**src/rtl/inc_rom_arbiter.sv**
```systemverilog
// ---------------------------------------------------------------------------
// inc_rom_arbiter
//
// Two requesters (A and B) share one external combinational 4-bit incrementer
// ROM. This block owns one 4-bit counter per requester. It arbitrates increment
// requests round-robin and drives the ROM address with the granted counter. It
// then captures the ROM result back into that counter and returns a one-cycle
// acknowledge.
//
// Transaction timeline (request sampled at edge N while IDLE):
//   cycle N+1 : SERV - rom_in_o = granted counter, busy_o = 1
//   cycle N+2 : ACK  - counter holds the new value, ack/wrap pulse, busy_o = 1
//   cycle N+3 : IDLE - requests are sampled again
//
// Parameters:
//   WRAP_EN   1: counter wraps F->0 and pulses wrap_x
//             0: counter saturates at F and wrap_x never pulses
//
// Ports:
//   clk_i      system clock, all state updates on the rising edge
//   rst_i      synchronous active-high reset
//   req_a_i    increment request A (level, held until ack_a_o)
//   req_b_i    increment request B (level, held until ack_b_o)
//   clr_a_i    synchronous clear of cnt_a_o (beats any capture)
//   clr_b_i    synchronous clear of cnt_b_o (beats any capture)
//   rom_o_i    shared ROM data output
//   rom_in_o   shared ROM address (granted counter in SERV, else 0)
//   cnt_a_o    counter A (registered)
//   cnt_b_o    counter B (registered)
//   ack_a_o    one-cycle pulse: A's increment complete
//   ack_b_o    one-cycle pulse: B's increment complete
//   wrap_a_o   pulse with ack_a_o when cnt_a went F->0
//   wrap_b_o   pulse with ack_b_o when cnt_b went F->0
//   busy_o     high in SERV and ACK
// ---------------------------------------------------------------------------
module inc_rom_arbiter #(
  parameter bit WRAP_EN = 1'b1
) (
  input  logic       clk_i,
  input  logic       rst_i,
  input  logic       req_a_i,
  input  logic       req_b_i,
  input  logic       clr_a_i,
  input  logic       clr_b_i,
  input  logic [3:0] rom_o_i,
  output logic [3:0] rom_in_o,
  output logic [3:0] cnt_a_o,
  output logic [3:0] cnt_b_o,
  output logic       ack_a_o,
  output logic       ack_b_o,
  output logic       wrap_a_o,
  output logic       wrap_b_o,
  output logic       busy_o
);

  typedef enum logic [1:0] {
    ST_IDLE = 2'b00,
    ST_SERV = 2'b01,
    ST_ACK  = 2'b10
  } state_e;

  // Grant / round-robin pointer encoding
  localparam logic GNT_A = 1'b0;
  localparam logic GNT_B = 1'b1;

  state_e     state_q, state_d;
  logic       gnt_q, gnt_d;
  logic       last_q, last_d;
  logic [3:0] cnt_a_q, cnt_a_d;
  logic [3:0] cnt_b_q, cnt_b_d;
  logic       ack_a_q, ack_a_d;
  logic       ack_b_q, ack_b_d;
  logic       wrap_a_q, wrap_a_d;
  logic       wrap_b_q, wrap_b_d;
  logic       busy_q, busy_d;

  logic [3:0] cur_cnt_s;   // counter of the registered grant
  logic [3:0] cap_val_s;   // value to store at the end of SERV
  logic       cap_wrap_s;  // the capture is an F->0 transition
  logic [3:0] cap_a_s;     // counter A after capture, before clear
  logic [3:0] cap_b_s;     // counter B after capture, before clear
  logic [3:0] rom_in_s;

  // Select the granted counter and work out what the capture would store
  always_comb begin
    cap_val_s  = rom_o_i;
    cap_wrap_s = 1'b0;
    if (gnt_q == GNT_B) begin
      cur_cnt_s = cnt_b_q;
    end else begin
      cur_cnt_s = cnt_a_q;
    end
    if (cur_cnt_s == 4'hF) begin
      if (WRAP_EN) begin
        // ROM output is trusted as-is; a wrap is F followed by 0
        cap_val_s  = rom_o_i;
        cap_wrap_s = (rom_o_i == 4'h0);
      end else begin
        // Saturating mode: ignore the ROM and hold at F
        cap_val_s  = 4'hF;
        cap_wrap_s = 1'b0;
      end
    end else begin
      cap_val_s  = rom_o_i;
      cap_wrap_s = 1'b0;
    end
  end

  // ROM address is only driven while a transaction is in SERV
  always_comb begin
    if (state_q == ST_SERV) begin
      rom_in_s = cur_cnt_s;
    end else begin
      rom_in_s = 4'h0;
    end
  end

  // Next-state, arbitration and capture logic
  always_comb begin
    state_d  = state_q;
    gnt_d    = gnt_q;
    last_d   = last_q;
    cap_a_s  = cnt_a_q;
    cap_b_s  = cnt_b_q;
    ack_a_d  = 1'b0;
    ack_b_d  = 1'b0;
    wrap_a_d = 1'b0;
    wrap_b_d = 1'b0;

    case (state_q)
      ST_IDLE: begin
        if (req_a_i && req_b_i) begin
          // Contention: the requester not served last time wins
          gnt_d   = ~last_q;
          last_d  = ~last_q;
          state_d = ST_SERV;
        end else if (req_a_i) begin
          gnt_d   = GNT_A;
          last_d  = GNT_A;
          state_d = ST_SERV;
        end else if (req_b_i) begin
          gnt_d   = GNT_B;
          last_d  = GNT_B;
          state_d = ST_SERV;
        end else begin
          state_d = ST_IDLE;
        end
      end

      ST_SERV: begin
        state_d = ST_ACK;
        // A clear on the granted channel discards the capture and the wrap,
        // but the requester still receives its acknowledge.
        if (gnt_q == GNT_B) begin
          cap_b_s  = cap_val_s;
          ack_b_d  = 1'b1;
          wrap_b_d = cap_wrap_s & ~clr_b_i;
        end else begin
          cap_a_s  = cap_val_s;
          ack_a_d  = 1'b1;
          wrap_a_d = cap_wrap_s & ~clr_a_i;
        end
      end

      ST_ACK: begin
        // Requests are deliberately not sampled here
        state_d = ST_IDLE;
      end

      default: begin
        state_d = ST_IDLE;
      end
    endcase

    if (clr_a_i) begin
      cnt_a_d = 4'h0;
    end else begin
      cnt_a_d = cap_a_s;
    end

    if (clr_b_i) begin
      cnt_b_d = 4'h0;
    end else begin
      cnt_b_d = cap_b_s;
    end

    busy_d = (state_d != ST_IDLE);
  end

  // FSM state, grant and round-robin pointer registers
  always_ff @(posedge clk_i) begin
    if (rst_i) begin
      state_q <= ST_IDLE;
      gnt_q   <= GNT_A;
      last_q  <= GNT_B;   // A wins the first contention after reset
    end else begin
      state_q <= state_d;
      gnt_q   <= gnt_d;
      last_q  <= last_d;
    end
  end

  // Counter and registered status output registers
  always_ff @(posedge clk_i) begin
    if (rst_i) begin
      cnt_a_q  <= 4'h0;
      cnt_b_q  <= 4'h0;
      ack_a_q  <= 1'b0;
      ack_b_q  <= 1'b0;
      wrap_a_q <= 1'b0;
      wrap_b_q <= 1'b0;
      busy_q   <= 1'b0;
    end else begin
      cnt_a_q  <= cnt_a_d;
      cnt_b_q  <= cnt_b_d;
      ack_a_q  <= ack_a_d;
      ack_b_q  <= ack_b_d;
      wrap_a_q <= wrap_a_d;
      wrap_b_q <= wrap_b_d;
      busy_q   <= busy_d;
    end
  end

  assign rom_in_o = rom_in_s;
  assign cnt_a_o  = cnt_a_q;
  assign cnt_b_o  = cnt_b_q;
  assign ack_a_o  = ack_a_q;
  assign ack_b_o  = ack_b_q;
  assign wrap_a_o = wrap_a_q;
  assign wrap_b_o = wrap_b_q;
  assign busy_o   = busy_q;

endmodule

```
**config.mk**
```make
export PLATFORM = sky130hd
export DESIGN_NAME = inc_rom_arbiter
export DESIGN_NICKNAME = d
export VERILOG_FILES = /design/src/rtl/inc_rom_arbiter.sv
export SDC_FILE = /design/constraint.sdc
export NUM_CORES = 1
export LEC_CHECK = 0
export BUFFER_PORTS_ARGS = -buffer_cell sky130_fd_sc_hd__buf_2
export CORE_ASPECT_RATIO = 1.1
export CORE_MARGIN = 3
export CORE_UTILIZATION = 45
export DETAILED_ROUTE_END_ITERATION = 6
export PLACE_DENSITY = 0.85
export SYNTH_ARGS = -nofsm -noshare
export SYNTH_HDL_FRONTEND = slang
export SYNTH_SLANG_ARGS = --single-unit
```
**constraint.sdc**
```tcl
create_clock -name clk_i -period 3 [get_ports clk_i]
set_input_delay 0.3 -clock clk_i [delete_from_list [all_inputs] [get_ports clk_i]]
set_output_delay 0.3 -clock clk_i [all_outputs]
set_load 0.005 [all_outputs]
```
==> impl_metrics.json <==
{
  "drc": 0,
  "io_buffers": 26,
  "drv_slew": 0,
  "critical_path.top_delay_family": "flip-flops",
  "reg2reg_slack_ns": 1.61,
  "dp.cells": 107,
  "finalPower_mw": 0.416,
  "cp_slowest_stage_delay_ns": 0.65,
  "hold_start": "clr_a_i",
  "holdPathStages": 2,
  "rsz0062_at_grt": "false",
  "layout.nets": 106,
  "cts_resized": 0,
  "nFillCells": 120,
  "grt_pass1_vias": 553,
  "dp_hpwl_um": 1150,
  "n_antenna_cell": 0,
  "antenna_found_initial": 0,
  "vias": 627,
  "cp_slowest_cell": "dfxtp_1",
  "status": "completed",
  "grt-ovfl-total": 0,
  "cts_htree_levels": 1,
  "grt_start_max_net_pins": 18,
  "intPower_mw": 0.310,
  "place.gp.congestion": 0.743,
  "wire_per_inst_um": 14.2,
  "synth_nets": 78,
  "hold_path.class": "input pin to register",
  "power.density_mw_per_mm2": 474,
  "fmax_ghz": 0.558,
  "start_kind": "register",
  "routed_wl_um": 1580,
  "ctsHoldBuffers": 0,
  "synth-seq-cells": 17,
  "setup_viol": 0,
  "hold_violations": 0,
  "core_mm2": 0.00144,
  "cts_setup_buffers": 0,
  "clkSinkCount": 17,
  "synthDistinctLibCells": 21,
  "yosys_warnings": 0,
  "fin_tns_setup_ns": 0,
  "worstMarginPinSlew_ns": 0.512,
  "relSlewSlack": 0.659,
  "drt_iter0_markers": 16,
  "postSynthCellCount": 68,
  "worstPathArrival_ns": 1.49,
  "rr_worst_depth": 3,
  "final_antenna_net_count": 0,
  "layout_commonest_cell": "buf_2",
  "drv_cap": 0,
  "p_sw_frac": 0.255,
  "cp.required_ns": 2.70,
  "final_cells": 111,
  "pwr-share-comb": 0.121,
  "reg2reg_from": "gnt_q",
  "cts_tree": "done",
  "clk_latency_ns": 0.29,
  "yosysSeqAreaShare": 0.476,
  "clock_power_share": 0.289,
  "grt_first_pass_wirelength_um": 2390,
  "seqPwrFrac": 0.590,
  "hold_end": "cnt_a_o[0]",
  "dieArea_mm2": 0.00210,
  "drtPass1Iterations": 4,
  "grt.total_usage": 0.156,
  "mostFrequentLayoutCells": "buf_2 (26), dfxtp_1 (17), mux2i_1 (12)",
  "place_area_um2": 852,
  "holdWs_ns": 0.234,
  "ios": 27,
  "max-vdd-ir-drop_mv": 0.301,
  "drive_above_1_share": 0.368,
  "via_per_inst": 5.65,
  "die_h_um": 47.8,
  "leakage_nw": 0.402,
  "syn_area_per_cell_um2": 10.5,
  "cts.clk_slew.worst_paths_ns": 0.10,
  "p_switching_mw": 0.106,
  "clock_path_buffers": 2,
  "start_util": 0.497,
  "path_buf_inv": 1,
  "finClkSkew_ns": 0.00753,
  "r2r_end": "wrap_b_o",
  "rows": 14,
  "finalCritPeriodShare": 0.598,
  "die_x_um": 44.0,
  "fin_area_um2": 878,
  "critical_path_class": "register to output pin",
  "cts_buffers": 3,
  "cts.root.buffer_cell": "clkbuf_4",
  "syn_area_um2": 714,
  "crit_path_max_fanout": 10,
  "period_needed_ns": 1.79,
  "end_kind": "output pin",
  "syn2layout_area_growth_pct": 22.9,
  "worstPathCellList": "mux2i_1 -> nor2_1 -> buf_2"
}
==> cell families after synthesis <==
| group | share of synthesized area |
|---|---|
| AOI/OAI and AO/OA | 0.0490 |
| buffers and inverters | 0.0175 |
| DFF | 0.476 |
| muxes | 0.168 |
| and+or+nand+nor | 0.289 |
==> flip-flops by register name, indices dropped and copies added, names as in the netlist <==
name,count
cnt_a_o,4
wrap_b_o,1
cnt_b_o,4
last_q,1
ack_a_o,1
state_q,2
wrap_a_o,1
busy_o,1
ack_b_o,1
gnt_q,1
==> per-stage QoR <==
step	setup slack, ns	util
global route	1.14	0.611
finish	1.21	0.611
CTS	1.21	0.611
floorplan	1.70	-
detailed placement	1.50	0.593
global placement	1.56	0.593
==> synthesized netlist by cell type (all sizes together) <==
cell / number / share of area
nand2: 1 / 0.0052
o21ai: 1 / 0.0070
or4: 1 / 0.016
nand4: 1 / 0.0088
nor4b: 2 / 0.046
nor3b: 1 / 0.026
a32oi: 1 / 0.012
or3b: 1 / 0.012
and3: 1 / 0.0088
nand3b: 1 / 0.016
dfxtp: 17 / 0.48
nand2b: 1 / 0.0088
buf: 1 / 0.0070
mux2i: 12 / 0.17
nor2: 10 / 0.053
a211oi: 1 / 0.018
nand4b: 1 / 0.012
nor3: 11 / 0.077
a211o: 1 / 0.012
clkbuf: 2 / 0.011
==> power groups by stage <==
stage	Combinational [mW]	Clock, mW	Sequential (mW)
global route	0.0552	0.133	0.247
floorplan	0.0348	0	0.246
finish	0.0503	0.121	0.246
detailed placement	0.0503	0	0.251
global placement	0.0487	0	0.250
CTS	0.0504	0.124	0.246
==> cell type report <==
cell class | instances | area (um2) | share of cell area
Multi-Input combinational cell | 48 | 362 | 0.412
Tap cell | 16 | 20.0 | 0.0228
Clock buffer | 4 | 26.3 | 0.0299
Sequential cell | 17 | 340 | 0.387
Timing Repair Buffer | 26 | 130 | 0.148
==> layer usage <==
layer	track usage	routed length, um
met5	0	0
met4	0.108	40
met3	0.0226	88
met2	0.253	747
met1	0.194	700
==> worst register-to-register path, stage by stage (launching register included) <==
cell and delay (ns):
dfxtp_1 0.65, nand4_1 0.17, a211oi_2 0.27, nor4b_4 0.22
==> worst max path at each step <==
stage | startpoint | end | cells past startpoint
4_1_cts | gnt_q | rom_in_o[0] | 3
3_3_place_gp | rom_o_i[0] | wrap_b_o | 4
6_report | gnt_q | rom_in_o[0] | 3
5_1_grt | gnt_q | rom_in_o[0] | 3
2_1_floorplan | rom_o_i[0] | wrap_b_o | 3
3_5_place_dp | rom_o_i[0] | wrap_b_o | 4
No activity file was read; power rests on OpenSTA's default activity.
